===== src/rtl/icmp_echo_req_rx.sv =====
// icmp_echo_req_rx
// Receives ICMP packets from the IP RX payload stream, validates echo
// requests (type 8, code 0, unfragmented, length in range, byte count and
// optionally the ICMP checksum) and pulses o_trigger with the captured
// Identifier/Sequence so the echo-reply generator can answer.
// Optional build macro: ICMP_RX_CHECKSUM_EN
//   defined     -> ones-complement checksum accumulated and verified
//   not defined -> no accumulator, checksum treated as good; latency unchanged
module icmp_echo_req_rx #(
   parameter int P_MAX_LEN  = 1480,
   parameter int P_TRIG_GAP = 8
) (
   input  logic        i_clk,
   input  logic        i_rst,
   input  logic [63:0] s_axis_ip_data,
   input  logic [55:0] s_axis_ip_user,
   input  logic [7:0]  s_axis_ip_keep,
   input  logic        s_axis_ip_last,
   input  logic        s_axis_ip_valid,
   output logic        s_axis_ip_ready,
   output logic [15:0] o_Identifier,
   output logic [15:0] o_Sequence,
   output logic        o_trigger,
   output logic [15:0] o_rx_cnt,
   output logic [15:0] o_drop_cnt
);

   // Gap counter wide enough to hold P_TRIG_GAP-1
   localparam int GAP_W = (P_TRIG_GAP > 2) ? $clog2(P_TRIG_GAP) : 1;
   localparam logic [GAP_W-1:0] GAP_LOAD = GAP_W'(P_TRIG_GAP - 1);
   localparam logic [15:0] MAX_LEN16 = 16'(P_MAX_LEN);

   typedef enum logic [2:0] {
      ST_IDLE,
      ST_ACCUM,
      ST_DISCARD,
      ST_FOLD1,
      ST_FOLD2,
      ST_DECIDE
   } state_t;

   state_t state_reg, state_next;

   // Sideband fields carried with every beat
   logic [15:0] user_len;
   logic        user_mf;
   logic [7:0]  user_proto;
   logic [12:0] user_offset;

   assign user_len    = s_axis_ip_user[55:40];
   assign user_mf     = s_axis_ip_user[37];
   assign user_proto  = s_axis_ip_user[36:29];
   assign user_offset = s_axis_ip_user[28:16];

   // IP ID and the two upper flag bits play no part in echo validation
   logic unused_user_bits;
   assign unused_user_bits = ^{s_axis_ip_user[39:38], s_axis_ip_user[15:0]};

   logic        beat_fire;
   logic        first_ok;
   logic [3:0]  beat_bytes;
   logic        decide_pass;
   logic        drop_evt;
   logic        csum_ok;

   logic [16:0]      byte_cnt_reg;
   logic [15:0]      len_reg;
   logic [15:0]      id_reg;
   logic [15:0]      seq_reg;
   logic [GAP_W-1:0] gap_reg;

   assign beat_fire = s_axis_ip_valid && s_axis_ip_ready;

   // Header checks applied to the first beat of every packet
   assign first_ok = (user_proto == 8'd1) &&
                     (user_offset == 13'd0) &&
                     !user_mf &&
                     (s_axis_ip_data[63:56] == 8'd8) &&
                     (s_axis_ip_data[55:48] == 8'd0) &&
                     (user_len >= 16'd8) &&
                     (user_len <= MAX_LEN16);

   // Number of valid bytes in the current beat
   always_comb begin
      beat_bytes = '0;
      for (int i = 0; i < 8; i++) begin
         beat_bytes = beat_bytes + {3'b000, s_axis_ip_keep[i]};
      end
   end

`ifdef ICMP_RX_CHECKSUM_EN
   logic [63:0] masked_data;
   logic [17:0] beat_sum;
   logic [31:0] acc_reg;

   // Bytes outside keep are zeroed so an odd tail byte is padded low
   genvar gi;
   generate
      for (gi = 0; gi < 8; gi++) begin : g_mask
         assign masked_data[gi*8 +: 8] = s_axis_ip_keep[gi] ? s_axis_ip_data[gi*8 +: 8] : 8'h00;
      end
   endgenerate

   assign beat_sum = {2'b00, masked_data[63:48]} + {2'b00, masked_data[47:32]} +
                     {2'b00, masked_data[31:16]} + {2'b00, masked_data[15:0]};

   // Checksum accumulator: restart on first beat, add per beat, fold twice
   always_ff @(posedge i_clk or posedge i_rst) begin
      if (i_rst) begin
         acc_reg <= '0;
      end else begin
         case (state_reg)
            ST_IDLE:  if (beat_fire) acc_reg <= 32'(beat_sum);
            ST_ACCUM: if (beat_fire) acc_reg <= acc_reg + 32'(beat_sum);
            ST_FOLD1,
            ST_FOLD2: acc_reg <= {16'h0000, acc_reg[31:16]} + {16'h0000, acc_reg[15:0]};
            default:  ;
         endcase
      end
   end

   assign csum_ok = (acc_reg == 32'h0000_FFFF);
`else
   // Without the checksum engine the middle data words are not inspected
   logic unused_csum_bits;
   assign unused_csum_bits = ^s_axis_ip_data[47:32];
   assign csum_ok = 1'b1;
`endif

   // State register
   always_ff @(posedge i_clk or posedge i_rst) begin
      if (i_rst) state_reg <= ST_IDLE;
      else       state_reg <= state_next;
   end

   // Next state, ready and per-packet verdict
   always_comb begin
      state_next      = state_reg;
      s_axis_ip_ready = 1'b0;
      decide_pass     = 1'b0;
      drop_evt        = 1'b0;
      case (state_reg)
         ST_IDLE: begin
            s_axis_ip_ready = !i_rst;
            if (beat_fire) begin
               if (!first_ok) begin
                  // A rejected single-beat packet is dropped right away
                  drop_evt   = s_axis_ip_last;
                  state_next = s_axis_ip_last ? ST_IDLE : ST_DISCARD;
               end else begin
                  state_next = s_axis_ip_last ? ST_FOLD1 : ST_ACCUM;
               end
            end
         end
         ST_ACCUM: begin
            s_axis_ip_ready = !i_rst;
            if (beat_fire && s_axis_ip_last) state_next = ST_FOLD1;
         end
         ST_DISCARD: begin
            s_axis_ip_ready = !i_rst;
            if (beat_fire && s_axis_ip_last) begin
               drop_evt   = 1'b1;
               state_next = ST_IDLE;
            end
         end
         ST_FOLD1: state_next = ST_FOLD2;
         ST_FOLD2: state_next = ST_DECIDE;
         ST_DECIDE: begin
            decide_pass = (byte_cnt_reg == {1'b0, len_reg}) && csum_ok && (gap_reg == '0);
            drop_evt    = !decide_pass;
            state_next  = ST_IDLE;
         end
         default: state_next = ST_IDLE;
      endcase
   end

   // Packet capture, byte counting, reply trigger, gap timer and counters
   always_ff @(posedge i_clk or posedge i_rst) begin
      if (i_rst) begin
         byte_cnt_reg <= '0;
         len_reg      <= '0;
         id_reg       <= '0;
         seq_reg      <= '0;
         gap_reg      <= '0;
         o_Identifier <= '0;
         o_Sequence   <= '0;
         o_trigger    <= 1'b0;
         o_rx_cnt     <= '0;
         o_drop_cnt   <= '0;
      end else begin
         o_trigger <= 1'b0;

         if (beat_fire) begin
            if (state_reg == ST_IDLE) begin
               len_reg      <= user_len;
               id_reg       <= s_axis_ip_data[31:16];
               seq_reg      <= s_axis_ip_data[15:0];
               byte_cnt_reg <= 17'(beat_bytes);
            end else if (state_reg == ST_ACCUM) begin
               byte_cnt_reg <= byte_cnt_reg + 17'(beat_bytes);
            end
         end

         // A reply is only requested once the previous one has had its window
         if (decide_pass) begin
            o_Identifier <= id_reg;
            o_Sequence   <= seq_reg;
            o_trigger    <= 1'b1;
            o_rx_cnt     <= o_rx_cnt + 16'd1;
            gap_reg      <= GAP_LOAD;
         end else if (gap_reg != '0) begin
            gap_reg <= gap_reg - 1'b1;
         end

         if (drop_evt) o_drop_cnt <= o_drop_cnt + 16'd1;
      end
   end

endmodule


===== config.mk =====
export PLATFORM = sky130hd
export DESIGN_NAME = icmp_echo_req_rx
export DESIGN_NICKNAME = d
export VERILOG_FILES = /design/src/rtl/icmp_echo_req_rx.sv
export SDC_FILE = /design/constraint.sdc
export NUM_CORES = 1
export LEC_CHECK = 0
export CAP_MARGIN = 20
export CORE_MARGIN = 2
export CORE_UTILIZATION = 52
export CTS_BUF_LIST = sky130_fd_sc_hd__clkbuf_8
export DETAILED_ROUTE_END_ITERATION = 8
export PLACE_DENSITY = 0.88
export SYNTH_ARGS = -nofsm -noshare
export SYNTH_HDL_FRONTEND = slang
export SYNTH_SLANG_ARGS = --single-unit
export TNS_END_PERCENT = 10

===== constraint.sdc =====
create_clock -name i_clk -period 5.3 [get_ports i_clk]
set_input_delay 1.06 -clock i_clk [delete_from_list [all_inputs] [get_ports i_clk]]
set_output_delay 1.06 -clock i_clk [all_outputs]
set_load 0.01 [all_outputs]

==> flow_metrics.env <==
export IMPL_die_x_um=115
export IMPL_cts_hold_buf=0
export IMPL_synth_nets=752
export IMPL_totalWireLength_mm=14.4
export IMPL_synth_most_common_cell="nand2_1"
export IMPL_ys_warnings_count=0
export IMPL_ys_flop_type="dfrtp_1"
export IMPL_fmaxAchievable_mhz=201
export IMPL_yosys_register_bits=136
export IMPL_numClockSinks=136
export IMPL_syn_area_um2=6360
export IMPL_final_nets=920
export IMPL_first_pass_iters=4
export IMPL_drive_gt1_frac=0.119
export IMPL_whs_ps=470
export IMPL_drc=0
export IMPL_boundaryPins=198
export IMPL_syn_to_final_growth_pct=34.9
export IMPL_num_rows=40
export IMPL_fin_skew_ps=15.8
export IMPL_dieArea_um2=13100
export IMPL_grt_total_usage=0.232
export IMPL_status="finished, final reports clean"
export IMPL_clk_pin_slew_ps=80
export IMPL_clockBufferDepth=2
export IMPL_worst_setup_path_end_kind="flip-flop"
export IMPL_worstPathRequired_ps=5620
export IMPL_antenna_found_initial=0
export IMPL_worstSetupPathType="in2reg"
export IMPL_worstPathArrival_ps=5290
export IMPL_synthTopCellsByCount="nand2_1 (165), dfrtp_1 (136), xnor2_1 (39), mux2_2 (35), nor2_1 (30)"
export IMPL_max_cap_violations=0
export IMPL_slew_viol_final=0
export IMPL_ys_types=44
export IMPL_vias=4997
export IMPL_cp_start_kind="input pin"
export IMPL_yosysTopAreaCell="dfrtp_1"
export IMPL_slew_headroom=0.416
export IMPL_holdCritPathClass="reg2reg"
export IMPL_start_util=0.532
export IMPL_synth_top_area_frac=0.535
export IMPL_first_iter_violations=381
export IMPL_routedWlPerCell_um=15.5
export IMPL_final_hold_viol_count=0
export IMPL_post_cts_resized=0
export IMPL_die_h_um=115
export IMPL_yosysSeqAreaShare=0.535
export IMPL_grt_max_degree=73
export IMPL_tns_ps=0
export IMPL_critPathMaxFanout=3
export IMPL_viasPerCell=5.37
export IMPL_static_leakage_power_nw=3.95
export IMPL_cts_tree="built"
export IMPL_finalSetupViolations=0
export IMPL_final_period_utilization=0.939
export IMPL_ant_nets=0
export IMPL_diodes=0
export IMPL_synth_edf_count=0
export IMPL_cts_buffers=17
export IMPL_avgSynthCellArea_um2=10.6
export IMPL_power_density_nw_per_um2=341
export IMPL_dp_hpwl_mm=10.4
export IMPL_synth_cells=602
export IMPL_clk_latency_ps=440
export IMPL_core_um2=12000
export IMPL_worstMarginPinSlew_ps=853
export IMPL_port_buffers=163
export IMPL_rsz0062_at_grt="no"
export IMPL_largest_register_ff_count=17
export IMPL_async_reset_ff_frac=1.00
export IMPL_place_congestion=0.822
export IMPL_vdd_drop_max_v=0.000212
export IMPL_htree_levels=4
export IMPL_grt_pass1_wl_mm=23.9
export IMPL_root_buffer="clkbuf_8"
export IMPL_cts_repair_timing_setup_buffer_count=0
export IMPL_finalCriticalPeriod_ps=4980
export IMPL_grt_overflow_total=0
export IMPL_synthTopCellsByArea="dfrtp_1 (53%), nand2_1 (9.7%), mux2_2 (6.2%)"
export IMPL_grt_pass1_vias=5220
## through the flow
step / util / worst slack, ps / area (um^2) / total power, mW / std cells
global placement: 0.678 / -43.8 / 8110 / 1.93 / 897
finish: 0.718 / 324 / 8580 / 2.92 / 930
floorplan: - / 564 / 6360 / 1.72 / 602
CTS: 0.716 / 326 / 8560 / 2.95 / 929
detailed placement: 0.678 / -165 / 8110 / 1.98 / 897
global route: 0.718 / 78.8 / 8580 / 3.09 / 930
## cell type report
class	instances	area, um^2
clock buffers	18	248
clock inverters	14	206
fillers	808	3380
inverters	21	81.3
multi-input cells	423	2760
flip-flops and latches	136	3400
well taps	147	184
repair buffers	171	1700
## routing by layer
metal | global-route usage | up-vias | wire length [um]
met5 | 0 | - | 0
met4 | 0.0967 | 0 | 340
met3 | 0.0588 | 26 | 806
met2 | 0.405 | 174 | 7470
met1 | 0.272 | 2462 | 5770
li1 | - | 2335 | -
## kinds of logic after synthesis
group	Yosys count	synth area share
buffers and inverters	43	0.0332
muxes	39	0.0682
and+or+nand+nor	280	0.213
DFF	136	0.535
adders and majority gates	18	0.0413
xor gates and xnor gates	63	0.0867
AOI/OAI and AO/OA	23	0.0232
## where the power goes
group / total [mW] / internal [mW] / switching, mW
Combinational: 0.644 / 0.329 / 0.316
Sequential: 1.32 / 1.19 / 0.128
Clock: 0.962 / 0.568 / 0.394
Total: 2.92 / 2.09 / 0.837
## worst max-delay path, stage by stage
cell             delay, ps
clkdlybuf4s50_1        460
inv_1                   50
fa_1                   550
fa_1                   440
fa_1                   450
inv_1                   70
ha_1                   150
inv_1                   50
fa_1                   490
inv_1                   70
fa_1                   410
a21o_1                 190
a21oi_1                240
and4bb_2               290
nand3_1                100
xor2_1                 150
nor2_1                  60
## cell usage in the layout, fill, tap and decap left out, types with 3 or more instances in the layout
master	synthesis	layout
dfrtp_1	136	136
clkbuf_8	0	18
a21oi_1	7	7
nor2_1	30	29
nor2b_1	3	3
xnor2_1	39	39
mux2i_1	4	4
ha_1	13	13
nor3_1	3	3
mux2_2	35	35
o21ai_0	4	4
buf_4	0	7
nor4_1	11	11
bufinv_16	0	5
nand2_1	165	165
and3_1	10	9
nor4_2	3	3
nor4b_2	3	3
fa_1	5	5
clkdlybuf4s50_1	0	163
nor3_2	6	6
nand4_1	20	20
inv_1	20	23
xor2_1	24	24
nand3_1	12	12
clkinvlp_4	0	3
## worst paths after layout
path                            depth (start not counted)  slack, ps                to              start
min in group asynchronous                               3       1400      state_reg[1]              i_rst
worst max-delay path                                   17        320  byte_cnt_reg[14]  s_axis_ip_keep[0]
worst max register to register                          6       2920  o_Identifier[10]   byte_cnt_reg[13]
worst min-delay path                                    1        470      o_rx_cnt[15]       o_rx_cnt[15]
worst min register to register                          1        470      o_rx_cnt[15]       o_rx_cnt[15]
max in group asynchronous                               4       2550     o_Sequence[6]              i_rst
Note: power is estimated with default switching activity, not from simulation.
